`src/rtl/mcb_port_arbiter.sv`:
```
// Round-robin arbiter sharing one MCB user port (cmd/wr/rd FIFOs) among N_CH burst clients.
// Write data is streamed into the port FIFO before the write command is issued.
module mcb_port_arbiter #(
  parameter int N_CH = 4,
  parameter int DW   = 32,
  parameter int AW   = 30,
  parameter int BLW  = 6
) (
  input  logic                  clk,
  input  logic                  rst_n,
  input  logic                  calib_done,
  input  logic [N_CH-1:0]       req,
  input  logic [N_CH-1:0]       req_we,
  input  logic [N_CH*AW-1:0]    req_addr,
  input  logic [N_CH*BLW-1:0]   req_bl,
  input  logic [N_CH*DW-1:0]    wr_data,
  input  logic [N_CH-1:0]       wr_valid,
  output logic [N_CH-1:0]       wr_ready,
  output logic [DW-1:0]         rd_data,
  output logic [N_CH-1:0]       rd_valid,
  output logic [N_CH-1:0]       grant,
  output logic [N_CH-1:0]       done,
  output logic                  busy,
  output logic                  p_cmd_en,
  output logic [2:0]            p_cmd_instr,
  output logic [BLW-1:0]        p_cmd_bl,
  output logic [AW-1:0]         p_cmd_byte_addr,
  input  logic                  p_cmd_full,
  output logic                  p_wr_en,
  output logic [DW-1:0]         p_wr_data,
  output logic [DW/8-1:0]       p_wr_mask,
  input  logic                  p_wr_full,
  output logic                  p_rd_en,
  input  logic [DW-1:0]         p_rd_data,
  input  logic                  p_rd_empty
);

  localparam int IW = $clog2(N_CH);
  localparam logic [IW:0] N_CH_W = (IW+1)'(N_CH);

  typedef enum logic [2:0] {
    S_IDLE    = 3'd0,
    S_WR_DATA = 3'd1,
    S_CMD     = 3'd2,
    S_RD_DATA = 3'd3,
    S_DONE    = 3'd4
  } state_t;

  state_t          state_q, state_d;
  logic [N_CH-1:0] grant_q, grant_d;
  logic [IW-1:0]   g_q, g_d;
  logic [IW-1:0]   rr_ptr_q, rr_ptr_d;
  logic            we_q, we_d;
  logic [2:0]      instr_q, instr_d;
  logic [AW-1:0]   addr_q, addr_d;
  logic [BLW-1:0]  bl_q, bl_d;
  logic [BLW:0]    wcnt_q, wcnt_d;

  logic [AW-1:0]   addr_a [N_CH];
  logic [BLW-1:0]  bl_a   [N_CH];
  logic [DW-1:0]   wdat_a [N_CH];

  for (genvar gi = 0; gi < N_CH; gi++) begin : g_unpack
    assign addr_a[gi] = req_addr[gi*AW +: AW];
    assign bl_a[gi]   = req_bl[gi*BLW +: BLW];
    assign wdat_a[gi] = wr_data[gi*DW +: DW];
  end

  // Rotate requests so bit 0 is the channel at rr_ptr; lowest set bit wins.
  logic [2*N_CH-1:0] req_dbl;
  logic [N_CH-1:0]   req_rot;
  logic [IW-1:0]     arb_off;
  logic [IW:0]       arb_sum;
  logic [IW-1:0]     arb_pick;
  logic [IW:0]       ptr_inc;

  assign req_dbl = {req, req};
  assign req_rot = req_dbl[rr_ptr_q +: N_CH];

  always_comb begin
    arb_off = '0;
    for (int i = N_CH-1; i >= 0; i--) begin
      if (req_rot[i]) arb_off = IW'(i);
    end
    arb_sum = {1'b0, rr_ptr_q} + {1'b0, arb_off};
    if (arb_sum >= N_CH_W) arb_sum = arb_sum - N_CH_W;
    arb_pick = arb_sum[IW-1:0];
    ptr_inc  = {1'b0, g_q} + (IW+1)'(1);
    if (ptr_inc == N_CH_W) ptr_inc = '0;
  end

  logic wr_fire, rd_fire, last_word;

  assign wr_fire   = (state_q == S_WR_DATA) & wr_valid[g_q] & ~p_wr_full;
  assign rd_fire   = (state_q == S_RD_DATA) & ~p_rd_empty;
  assign last_word = (wcnt_q == {1'b0, bl_q});

  always_comb begin
    state_d  = state_q;
    grant_d  = grant_q;
    g_d      = g_q;
    rr_ptr_d = rr_ptr_q;
    we_d     = we_q;
    instr_d  = instr_q;
    addr_d   = addr_q;
    bl_d     = bl_q;
    wcnt_d   = wcnt_q;
    case (state_q)
      S_IDLE: begin
        if (calib_done && (|req)) begin
          grant_d           = '0;
          grant_d[arb_pick] = 1'b1;
          g_d               = arb_pick;
          we_d              = req_we[arb_pick];
          instr_d           = req_we[arb_pick] ? 3'b000 : 3'b001;
          addr_d            = addr_a[arb_pick];
          bl_d              = bl_a[arb_pick];
          wcnt_d            = '0;
          state_d           = req_we[arb_pick] ? S_WR_DATA : S_CMD;
        end
      end
      S_WR_DATA: begin
        if (wr_fire) begin
          wcnt_d = wcnt_q + (BLW+1)'(1);
          if (last_word) state_d = S_CMD;
        end
      end
      S_CMD: begin
        if (!p_cmd_full) begin
          wcnt_d  = '0;
          state_d = we_q ? S_DONE : S_RD_DATA;
        end
      end
      S_RD_DATA: begin
        if (rd_fire) begin
          wcnt_d = wcnt_q + (BLW+1)'(1);
          if (last_word) state_d = S_DONE;
        end
      end
      S_DONE: begin
        grant_d  = '0;
        rr_ptr_d = ptr_inc[IW-1:0];
        state_d  = S_IDLE;
      end
      default: state_d = S_IDLE;
    endcase
  end

  always_ff @(posedge clk or negedge rst_n) begin
    if (!rst_n) begin
      state_q  <= S_IDLE;
      grant_q  <= '0;
      g_q      <= '0;
      rr_ptr_q <= '0;
      we_q     <= 1'b0;
      instr_q  <= 3'b000;
      addr_q   <= '0;
      bl_q     <= '0;
      wcnt_q   <= '0;
    end else begin
      state_q  <= state_d;
      grant_q  <= grant_d;
      g_q      <= g_d;
      rr_ptr_q <= rr_ptr_d;
      we_q     <= we_d;
      instr_q  <= instr_d;
      addr_q   <= addr_d;
      bl_q     <= bl_d;
      wcnt_q   <= wcnt_d;
    end
  end

  assign grant           = grant_q;
  assign done            = (state_q == S_DONE) ? grant_q : '0;
  assign busy            = (state_q != S_IDLE);
  assign p_cmd_en        = (state_q == S_CMD) & ~p_cmd_full;
  assign p_cmd_instr     = instr_q;
  assign p_cmd_bl        = bl_q;
  assign p_cmd_byte_addr = addr_q;
  assign p_wr_en         = wr_fire;
  assign wr_ready        = wr_fire ? grant_q : '0;
  assign p_wr_data       = (state_q == S_WR_DATA) ? wdat_a[g_q] : '0;
  assign p_wr_mask       = '0;
  assign p_rd_en         = rd_fire;
  assign rd_valid        = rd_fire ? grant_q : '0;
  assign rd_data         = (state_q == S_RD_DATA) ? p_rd_data : '0;

endmodule

```
`config.mk`:
```
export PLATFORM = sky130hd
export DESIGN_NAME = mcb_port_arbiter
export DESIGN_NICKNAME = d
export VERILOG_FILES = /design/src/rtl/mcb_port_arbiter.sv
export SDC_FILE = /design/constraint.sdc
export NUM_CORES = 1
export LEC_CHECK = 0
export CAP_MARGIN = 20
export CORE_AREA = 5 5 171 173
export DETAILED_ROUTE_END_ITERATION = 6
export DIE_AREA = 0 0 176 178
export GPL_ROUTABILITY_DRIVEN = 0
export HOLD_SLACK_MARGIN = 0.02
export SLEW_MARGIN = 20
export SYNTH_ARGS = -nofsm -noshare
export SYNTH_HDL_FRONTEND = slang
export SYNTH_SLANG_ARGS = --single-unit
```
`constraint.sdc`:
```
create_clock -name clk -period 2.4 [get_ports clk]
set_clock_uncertainty 0.15 [all_clocks]
set_input_delay 0.48 -clock clk [delete_from_list [all_inputs] [get_ports clk]]
set_output_delay 0.48 -clock clk [all_outputs]
set_load 0.02 [all_outputs]
```
Yosys cells after proc, flatten, opt, wreduce, memory -nomap -nowiden
Index checks and enable logic that the tools add are counted.
Storage, ports and cells
  register bits: 58
  output and inout bits: 127
  logic and storage cells: 95
Operators by class
  add/sub/neg operators: 4
  $lt $le $gt $ge: 6
  equality and inequality tests: 12
  shift operators: 1
  mux-type cells: 43
  bitwise operators: 9
  reductions and logical operators: 11
Operators with widths (count)
  32-bit two-way mux: 4
  32-bit binary-select mux with 2-bit select: 1
  30-bit binary-select mux with 2-bit select: 1
  30-bit two-way mux: 2
  7-bit two-way mux: 4
  7-bit one-hot mux with 4 select lines: 1
  3-bit two-way mux: 7
  4-bit two-way mux: 4
  2-bit two-way mux: 7
  6-bit binary-select mux with 2-bit select: 1
  6-bit two-way mux: 2
  2-bit != test (second input constant): 6
  3-bit one-hot mux with 4 select lines: 1
  3-bit greater-or-equal comparator (second input constant): 3
  4-bit one-hot mux with 2 select lines: 1
  8-bit by 3-bit indexed part select with 4-bit output: 1
  7-bit by 1-bit adder with 7-bit output (second input constant): 1
  7-bit by 6-bit == test with 1-bit output: 1
  3-bit by 2-bit == test with 1-bit output (second input constant): 2
  3-bit == test (second input constant): 2
  2-bit by 3-bit < comparator with 1-bit output (second input constant): 2
  2-bit NOT with 3-bit output: 2
  6-bit AND reduction: 1
  5-bit AND reduction: 1
  other kinds (17): 28

Depth between registers and ports, before layout
  depth in word-level cells: 14
  depth in mapped cells: 12
  depth with buffers taken out: 10

Least setup slack after synthesis
No wires, ideal clock.
  kind: flip-flop to output port
  start: register g_q[0]
  end: output port wr_ready[0]
  data arrival time: 2079 ps
  required time: 1770 ps
  setup slack: -309 ps
  stages on the path, launching flop included: 6
  cell sequence: dfrtp_1 buf_4 mux4_2 nand2b_1 nor4_1 and2_1
Between the ends
  word-level cells in the longest chain between the ends: 5
Ends and longest elaborated chain
  start: declaration: line 51  | logic [IW-1:0] g_q, g_d;
  start signal: assignment: line 163  | g_q <= g_d;
  1-bit binary-select mux with 2-bit select: line 94  | assign wr_fire = (state_q == S_WR_DATA) & wr_valid[g_q] & ~p_wr_full;
  1-bit two-way mux (not written as such): line 94
  1-bit bitwise AND (2 in a row): line 94
  via p_wr_en: line 29  | output logic p_wr_en,
  4-bit two-way mux: line 181  | assign wr_ready = wr_fire ? grant_q : '0;
  end: declaration: line 18  | output logic [N_CH-1:0] wr_ready,
The timed path passes the listed nets, and every way through them passes these cells. The select of a mux whose other input is x is not followed.

Worst setup path in the final report
  start: input port wr_valid[3]
  end: output port wr_ready[3]
Between the ends
  word-level cells in the longest chain between the ends: 5
Ends and longest elaborated chain
  start: declaration: line 17  | input logic [N_CH-1:0] wr_valid,
  1-bit binary-select mux with 2-bit select: line 94
  1-bit two-way mux (not written as such): line 94
  1-bit bitwise AND (2 in a row): line 94
  4-bit two-way mux: line 181
No other way between the ends. The select of a mux whose other input is x is not followed.

==> summary.md <==
| Metric | Value |
|---|---|
| Final setup violation count | `76` |
| Vias in the first global route | `6826` |
| Critical Path RT | `1.77 ns` |
| Max_cap viols | `0` |
| Worst R2R End | `p_cmd_byte_addr[20]` |
| Largest net degree at the start of global routing | `57` |
| DRT Wirelength | `29910 µm` |
| Yosys top cell area share | `0.2597` |
| CTS tree | `yes` |
| Syn avg cell area | `9.401 µm²` |
| # placed instances | `1366` |
| Synthesis-to-layout area growth | `108.1%` |
| Row count | `61` |
| First-pass DRT Iterations | `4` |
| Initial antenna violation count | `5` |
| Longest Clk Path Bufs | `2` |
| Mapped cell area | `5396 µm²` |
| Port Buffers | `442` |
| Area contributors post-synth | `dfrtp_1 (26%), mux2i_1 (14%), mux4_2 (14%), nor2b_1 (8.8%), o221ai_1 (6.3%)` |
| Post-place setup slack | `-1.011 ns` |
| TritonCTS buffer count | `5` |
| Hold_sp | `p_cmd_byte_addr[6]` |
| Power per cell area | `1194 nW/µm²` |
| Critical Path AT | `1.96 ns` |
| Yosys Warn Count | `0` |
| Status | `finished, violations left` |
| EDFF count, synth | `0` |
| Final hold vios | `0` |
| Synth unique cells | `44` |
| Final period util | `1.081` |
| FF-to-FF setup slack | `-0.14 ns` |
| Achievable Freq | `385.4 MHz` |
| VDD IR max | `715.6 µV` |
| Clk Latency, worst-skew pair | `0.31 ns` |
| Reg clk slew, reported paths | `0.09 ns` |
| Multi-input logic area | `3960 µm²` |
| Total Die Area | `31330 µm²` |
| Crit path launch type | `primary input` |
| Min-Delay Path Depth | `2` |
| Fin crit period | `2.595 ns` |
| Min-delay worst type | `reg -> reg` |
| Max Slew Vio Count | `0` |
| Register area | `1405 µm²` |
| Initial Util | `0.1964` |
| Iter 0 DRT Violations | `209` |
| Routed Antenna Nets | `0` |
| Ports | `449` |
| Final Core Density | `0.4088` |
| Die Y | `178 µm` |
| Unrepaired setup endpoints after global routing | `true` |
| Root buffer cell | `clkbuf_16` |
| HPWL Detailed | `24100 µm` |
| Clk sink count | `56` |
| NumNets Final | `1381` |
| Vias | `6490` |
| Wire per inst | `21.27 µm` |
| Failing checks | `setup timing` |
| Core ar. | `27480 µm²` |
| Htree depth | `2` |
| Share of layout cells above drive strength 1 | `0.2469` |
| Asr flop ratio synth | `1.000` |
| Area leader, netlist | `dfrtp_1` |
| GR Overflow Total | `0` |
| Setup CP Type | `in -> out` |
| Total GRT Usage | `0.1787` |
| Synth top cells by count | `mux2i_1 (78), nor2b_1 (76), nand2_1 (62)` |
| Syn Inst Count | `574` |
| Count leader, synth | `mux2i_1` |
| Critical path fanouts, max | `3` |
| Layout fillers | `2728` |
| Vias/cell | `4.616` |
| Crit end category | `output pin` |
| Register bit total from synthesis | `56` |
| Post-synth top flop | `dfrtp_1` |
| Leakage power | `4.672 nW` |
| FF-to-FF Start | `rr_ptr_q[1]` |
| First-pass GRT wire length | `42390 µm` |
| Worst setup margin | `-0.1948 ns` |
| Die W | `176 µm` |
| WHS | `0.3418 ns` |
| DRC errors left | `0` |
| Reg2Reg Depth | `12` |
| Sequential-to-total area share from yosys stat | `0.2597` |
| Layout Cells excl Fill | `1406` |
| Hold EP | `p_cmd_byte_addr[6]` |
## state kept, by name (all words and copies together) (netlist names)
name and count:
p_cmd_bl 6, rr_ptr_q 2, we_q 1, p_cmd_instr 1
p_cmd_byte_addr 30, wcnt_q 7, g_q 2, state_q 3
grant 4
## timing repair
action | in CTS | in global routing
hold buffers | 1 | 0
pin swaps | 18 | 17
hold endpoints to repair | 2 | 0
gates cloned | 8 | 2
endpoints found under the setup margin | 126 | 117
gates resized for setup | 272 | 89
buffers inserted | 18 | 8
## metrics by stage
| stage | setup TNS [ns] | total power [W] | area (µm²) |
|---|---|---|---|
| after floorplan | -2.637 | 0.007076 | 5484 |
| after global placement | -57.19 | 0.01098 | 10580 |
| after detailed placement | -59.38 | 0.01107 | 10580 |
| after CTS | -8.441 | 0.01356 | 11230 |
| after global routing | -14.34 | 0.01430 | 11230 |
| final | -6.542 | 0.01341 | 11230 |
## worst max-delay path: stages
cell	delay, ns
dlygate4sd2_1	0.26
mux4_2	0.51
nand2b_4	0.11
nor4_4	0.04
buf_4	0.16
buf_6	0.11
and2_4	0.16
buf_6	0.13
## cells by family after synthesis
| kind of cell | share of synthesized area |
|---|---|
| xor gates and xnor gates | 0.01809 |
| adders and majority gates | 0.006956 |
| other | 0.0006949 |
| buffers and inverters | 0.05936 |
| AOI/OAI and AO/OA | 0.09437 |
| DFF | 0.2597 |
| muxes | 0.2824 |
| and+or+nand+nor | 0.2785 |
## report_power, final
group | switching, W | internal, W
logic | 0.00508 | 0.00573
registers | 0.000423 | 0.00136
clock network | 0.000420 | 0.000399
total | 0.00592 | 0.00749
## layer usage
layer,GRT usage,wire [µm],vias up
li1,-,-,3052
met1,0.1949,10860,3081
met2,0.3295,15420,323
met3,0.06231,2997,30
met4,0.04906,617,4
met5,0,15,-
## final cells by class
class / instances / share of cell area
clock inverter: 3 / 0.002451
inverter: 1 / 0.0003342
tap: 346 / 0.03854
timing repair buffer: 530 / 0.4692
antenna: 3 / 0.0006684
multi-input combinational: 462 / 0.3526
sequential: 56 / 0.1251
clock buffer: 5 / 0.01114
## worst max-delay path by stage
stage / from / end / slack, ns / depth (start not counted)
floorplan: req[2] / p_cmd_byte_addr[13] / -0.07 / 11
global placement: req[2] / p_cmd_byte_addr[16] / -0.95 / 11
detailed placement: req[2] / p_cmd_byte_addr[10] / -1.01 / 11
CTS: g_q[0] / wr_ready[3] / -0.26 / 7
global route: g_q[0] / wr_ready[3] / -0.27 / 7
finish: wr_valid[3] / wr_ready[3] / -0.19 / 8
## cell usage in the layout (no fill, tap or decap), types with 6 or more instances in the layout
cell,synthesis,final
clkdlybuf4s50_1,0,353
nor2b_1,76,75
mux2i_1,78,71
buf_4,9,59
nand2_1,62,57
dfrtp_1,56,53
and2_1,41,38
o221ai_1,39,35
mux4_2,33,33
clkbuf_2,0,31
and3_1,38,27
buf_12,0,23
buf_2,4,22
buf_6,7,21
and3_4,0,11
nor2_1,14,11
nand3_1,11,11
nor3_1,10,9
dlygate4sd2_1,0,9
mux2i_2,0,7
xor2_1,7,7
clkbuf_16,0,7
conb_1,1,6
(Power assumes the default switching activity.)
==> variant 1, RTL diff (same settings) <==
Set the parameter `BLW` to 8 (it was 6).
--- a/src/rtl/mcb_port_arbiter.sv
+++ b/src/rtl/mcb_port_arbiter.sv
@@ -5,5 +5,5 @@
   parameter int DW   = 32,
   parameter int AW   = 30,
-  parameter int BLW  = 6
+  parameter int BLW  = 8
 ) (
   input  logic                  clk,
Ports: changed (resized p_cmd_bl and req_bl); port bits go from 449 to 459. The function was not compared with the original's and may differ.
==> variant 1 against the unedited design <==
  * The flow still finishes with violations (negative setup slack)
  * Worst setup slack worse by 0.080 ns
  * Wire length up 0.50%
  * Area after synthesis down 7.4%
  * Final area up 3.8%
  * Total power down 5.6%
  * Non-clock buffer count up 40
  * Utilization up 1.6 points
  * Maximum frequency down 3.0%
  * Sequential cell count up 4
==> variant 1: results (changes against the unedited design) <==
Post-Route WL 30100 um (+0.50%); register clock-pin slew on the reported worst setup and hold paths 0.06 ns (-0.03 ns); Clock H-tree levels 3 (+1); Worst-Skew Late Latency 0.33 ns (+0.02 ns); Post-Route M1 WL 10700 um (-1.7%); Max FO, Critical Path 9 (+6); setup TNS -12.82 ns (-6.28 ns); sequential share of the synthesized area 0.301 (+0.0409); largest cells by area after synthesis dfrtp_1, mux4_2, and2_1; port buffer count 452 (+2.3%); layout cell share with drive strength beyond 1 0.327 (+0.0802); setup violators final 80 (+5.3%); Yosys cell types 53 (+20%); 1st-pass router iterations 5 (+1); Iter 0 DRT Violations 450 (+120%); Post-synth top cells and2_1, dfrtp_1, mux2i_1, o31ai_1, a222oi_1; total internal power 7610 uW (+1.6%); Synth warnings 0 (unchanged); first-pass GRT wire length 42200 um (-0.50%); max reg flops 30 (unchanged); Post-DP HPWL 23600 um (-2.0%); Bufs on Longest Clock Path 2 (unchanged); crit path from rr_ptr_q[0]$_DFFE_PN0P_; Num CTS Buffers 9 (+4); largest net degree at the start of global routing 61 (+7.0%); post-route worst setup slack -0.275 ns (-0.0804 ns); met3 wire len 2890 um (-3.5%); Pleak 0.00494 uW (+5.7%); Main synth FF type dfrtp_1; via count 6519 (+0.45%); hold_sp p_cmd_instr[0]$_DFFE_PN0P_; worst vdd ir 0.000457 V (-36%); Hold WC Path Type register to register; initial antenna violation count 6 (+1); ys async rst share 1.00 (unchanged); DR top layer met5; Layout Nets 1343 (-2.8%); vias in the first global route 6815 (-0.16%); GRT Total Usage 0.179 (about the same); Post-synth EDFFs 0 (unchanged); clock tree root buffer cell clkbuf_16; Filler cells 2719 (-0.33%); most frequent cell after synthesis and2_1; metal2 WL 15600 um (+0.91%); failing checks negative setup slack; status finished, violations left
==> variant 1: repair_timing <==
action / 4_1_cts / 5_1_grt
pin swaps: 35 / 34
hold buffers: 1 / 0
buffers inserted: 18 / 15
gates cloned: 7 / 1
endpoints found under the hold margin: 11 / 0
setup endpoints to repair: 131 / 108
gates resized for setup: 333 / 145
==> variant 1: worst max-delay path, stage by stage, from the launching register on <==
cell and delay (ns):
dfrtp_2 0.44, or2b_1 0.25, o22ai_2 0.11, o21ai_2 0.07
o221ai_2 0.10, ha_4 0.20, xor2_4 0.18, nand2b_4 0.17
mux2i_4 0.10, buf_4 0.17, buf_16 0.14, a222oi_1 0.33
o31ai_1 0.12
==> variant 1: area by class of cell <==
class	count	area share
Clock inverter	7	0.00847
Sequential cell	60	0.129
Clock buffer	9	0.0193
Multi-Input combinational cell	364	0.308
Timing Repair Buffer	570	0.496
Antenna cell	2	0.000429
Inverter	5	0.00182
Tap cell	346	0.0371
==> variant 1: path summary, 6_finish.rpt <==
kind | endpoint | slack (ns) | depth (start not counted)
worst max register to register | p_cmd_byte_addr[8]$_DFFE_PN0P_ | -0.28 | 12
worst min-delay path | p_cmd_instr[0]$_DFFE_PN0P_ | 0.35 | 1
worst min register to register | p_cmd_instr[0]$_DFFE_PN0P_ | 0.35 | 1
worst max-delay path | p_cmd_byte_addr[8]$_DFFE_PN0P_ | -0.28 | 12
max in group asynchronous | state_q[1]$_DFFE_PN0P_ | 1.23 | 3
min in group asynchronous | p_cmd_byte_addr[11]$_DFFE_PN0P_ | 0.54 | 3
==> variant 1: stage by stage <==
step / cells / area (sq um) / setup slack [ns]
after floorplan: 484 / 5100 / -0.266
after global placement: 1307 / 10600 / -0.850
after detailed placement: 1307 / 10600 / -0.940
after CTS: 1348 / 11300 / -0.322
after global routing: 1362 / 11700 / -0.419
final: 1363 / 11700 / -0.275
==> variant 1: cells by family (layout without fill, tap and decap cells) <==
logic type / after synthesis / count (layout) / synth area share
simple gates: 156 / 156 / 0.180
compound gates: 111 / 111 / 0.189
mux: 78 / 78 / 0.239
flops: 60 / 60 / 0.301
buf+inv: 60 / 591 / 0.0614
xor+xnor: 10 / 10 / 0.0213
fa+ha+maj: 3 / 3 / 0.00752
other cells: 1 / 8 / 0.000751
==> variant 1: routing by layer <==
metal | global-route usage | vias up
li1 | - | 2960
met1 | 0.186 | 3151
met2 | 0.331 | 347
met3 | 0.0644 | 55
met4 | 0.0634 | 6
met5 | 0 | -
==> variant 1: power groups by stage <==
stage / combinational (uW) / clock [uW] / sequential, uW
4_1_cts: 8480 / 1450 / 1960
6_report: 9270 / 1430 / 1960
2_1_floorplan: 3720 / 0 / 2230
3_3_place_gp: 8010 / 0 / 1960
5_1_grt: 9830 / 1500 / 2030
3_5_place_dp: 8060 / 0 / 1960
==> variant 2, RTL diff (config.mk and constraints unchanged) <==
Made on the original files. Take the reset off `addr_q` and `bl_q` and load them in a clocked block of their own.
--- a/src/rtl/mcb_port_arbiter.sv
+++ b/src/rtl/mcb_port_arbiter.sv
@@ -155,6 +155,4 @@
       we_q     <= 1'b0;
       instr_q  <= 3'b000;
-      addr_q   <= '0;
-      bl_q     <= '0;
       wcnt_q   <= '0;
     end else begin
@@ -165,8 +163,11 @@
       we_q     <= we_d;
       instr_q  <= instr_d;
-      addr_q   <= addr_d;
-      bl_q     <= bl_d;
       wcnt_q   <= wcnt_d;
     end
+  end
+
+  always_ff @(posedge clk) begin
+    addr_q <= addr_d;
+    bl_q   <= bl_d;
   end
 
Function: changed (Yosys sat finds a counterexample within 4 cycles, from zero or initial values and one cycle with rst_n low).
==> variant 2 against the unedited design <==
  * The flow still finishes with violations (negative setup slack)
  * Sequential power up 2%
  * Die area stayed put
  * Final area shrank 5.7%
  * Wire length decreased by 14%
  * Area after synthesis is 16% lower
  * Total power fell by 15%
  * Utilization down 2.3 points
  * Sequential cell count unchanged
  * Worst setup slack better by 0.050 ns
  * Critical endpoint is now p_cmd_byte_addr[23]$_DFFE_PP_
  * Clock power increased by 20%
==> variant 2: results (changes against the unedited design) <==
status finished, violations left; failing checks negative setup slack; n_diodes 0 (-3); mux cell area share after synthesis 0.359 (+0.0768); post-route worst setup slack -0.145 ns (+0.0502 ns); Pleak 0.00420 uW (-10%); vias in the first global route 5367 (-21%); Post-synth EDFFs 36 (+36); post-synthesis compound-gate area fraction 0.0466 (-0.0478); Iter 0 DRT Violations 185 (-11%); setup violators final 64 (-16%); Post-synth top cells mux4_2, and2_1, edfxtp_1, nor2b_1, dfrtp_1; Synth Area in Adders 0.00827 (+0.00132); Yosys cell types 49 (+11%); Main synth FF type edfxtp_1; GRT Total Usage 0.150 (-0.0288); Post-Route WL 25600 um (-14%); crit-path max cell delay 0.45 ns (-0.06 ns); Top Family by Delay on Critical Path flip-flops; met2 global-route usage 0.257 (-0.0721); layout cell share with drive strength beyond 1 0.355 (+0.109); clock network power 984 uW (+20%); sequential share of the synthesized area 0.348 (+0.0888); worst vdd ir 0.000845 V (+18%); Worst path slowest cell dfrtp_2; Cells after Synth 351 (-39%); first-pass GRT wire length 35100 um (-17%); Gate power share 0.754 (-0.052); Hold WS 0.373 ns (+0.0308 ns); initial antenna violation count 0 (-5); largest cells by area after synthesis mux4_2, edfxtp_1, dfrtp_1; XOR/XNOR share of the synthesized area 0.0210 (+0.00287); Layout Nets 1182 (-14%); pre-CTS setup slack -0.859 ns (+0.152 ns); met3 Use GR 0.0292 (-0.0331); Post-DP HPWL 21400 um (-11%); crit path from rr_ptr_q[1]$_DFFE_PN0P_; Hold WC Path Type input port to async pin; Filler cells 2689 (-1.4%); routed len/inst 21.3 um (+0.13%); arrival time at the worst endpoint 2.44 ns (+0.48 ns); Reg2Reg Depth 11 (-1); vias per inst 4.31 (-6.7%)
-- variant 2: cell count changes after synthesis, moves of 6 or more --
cell,before,now
o221ai_1,39,0
clkbuf_1,38,16
nor3_1,10,4
mux4_2,33,70
nor2b_1,76,34
buf_2,4,10
nand2_1,62,19
and3_1,38,4
buf_6,7,1
mux2i_1,78,2
dfrtp_1,56,20
edfxtp_1,0,36
-- variant 2: repair_timing --
item | CTS | global route
pin swaps | 12 | 16
hold buffers | 0 | 0
endpoints found under the setup margin | 165 | 110
setup buffers | 21 | 10
gates cloned | 4 | 1
resized for setup | 382 | 93
-- variant 2: metrics by stage --
stage	TNS [ns]	cell area, sq um
floorplan	-2.79	4690
global placement	-66.30	9750
detailed placement	-67.10	9750
CTS	-9.65	10200
global route	-11.44	10600
finish	-5.59	10600
-- variant 2: worst register-to-register path: stages (launching register included) --
cell       delay [ns]
dfrtp_2          0.45
nand2_2          0.10
a2bb2oi_2        0.06
o211ai_1         0.20
o21a_1           0.19
ha_4             0.16
xnor2_4          0.13
xnor2_4          0.14
buf_12           0.14
buf_12           0.12
clkbuf_16        0.15
mux4_2           0.30
-- variant 2: final cells by class --
| cell class | instances | area [sq um] | share of cell area |
|---|---|---|---|
| sequential | 56 | 1580 | 0.150 |
| inverter | 6 | 23.8 | 0.00225 |
| timing repair buffer | 530 | 5260 | 0.497 |
| clock buffer | 5 | 125 | 0.0118 |
| tap | 346 | 433 | 0.0409 |
| clock inverter | 3 | 68.8 | 0.00650 |
| multi-input combinational | 258 | 3090 | 0.292 |
-- variant 2: metal layers --
metal / wire (um) / up-vias
met5: 0 / -
met4: 343 / 0
met3: 1370 / 18
met2: 13300 / 198
met1: 10600 / 2609
li1: - / 2362
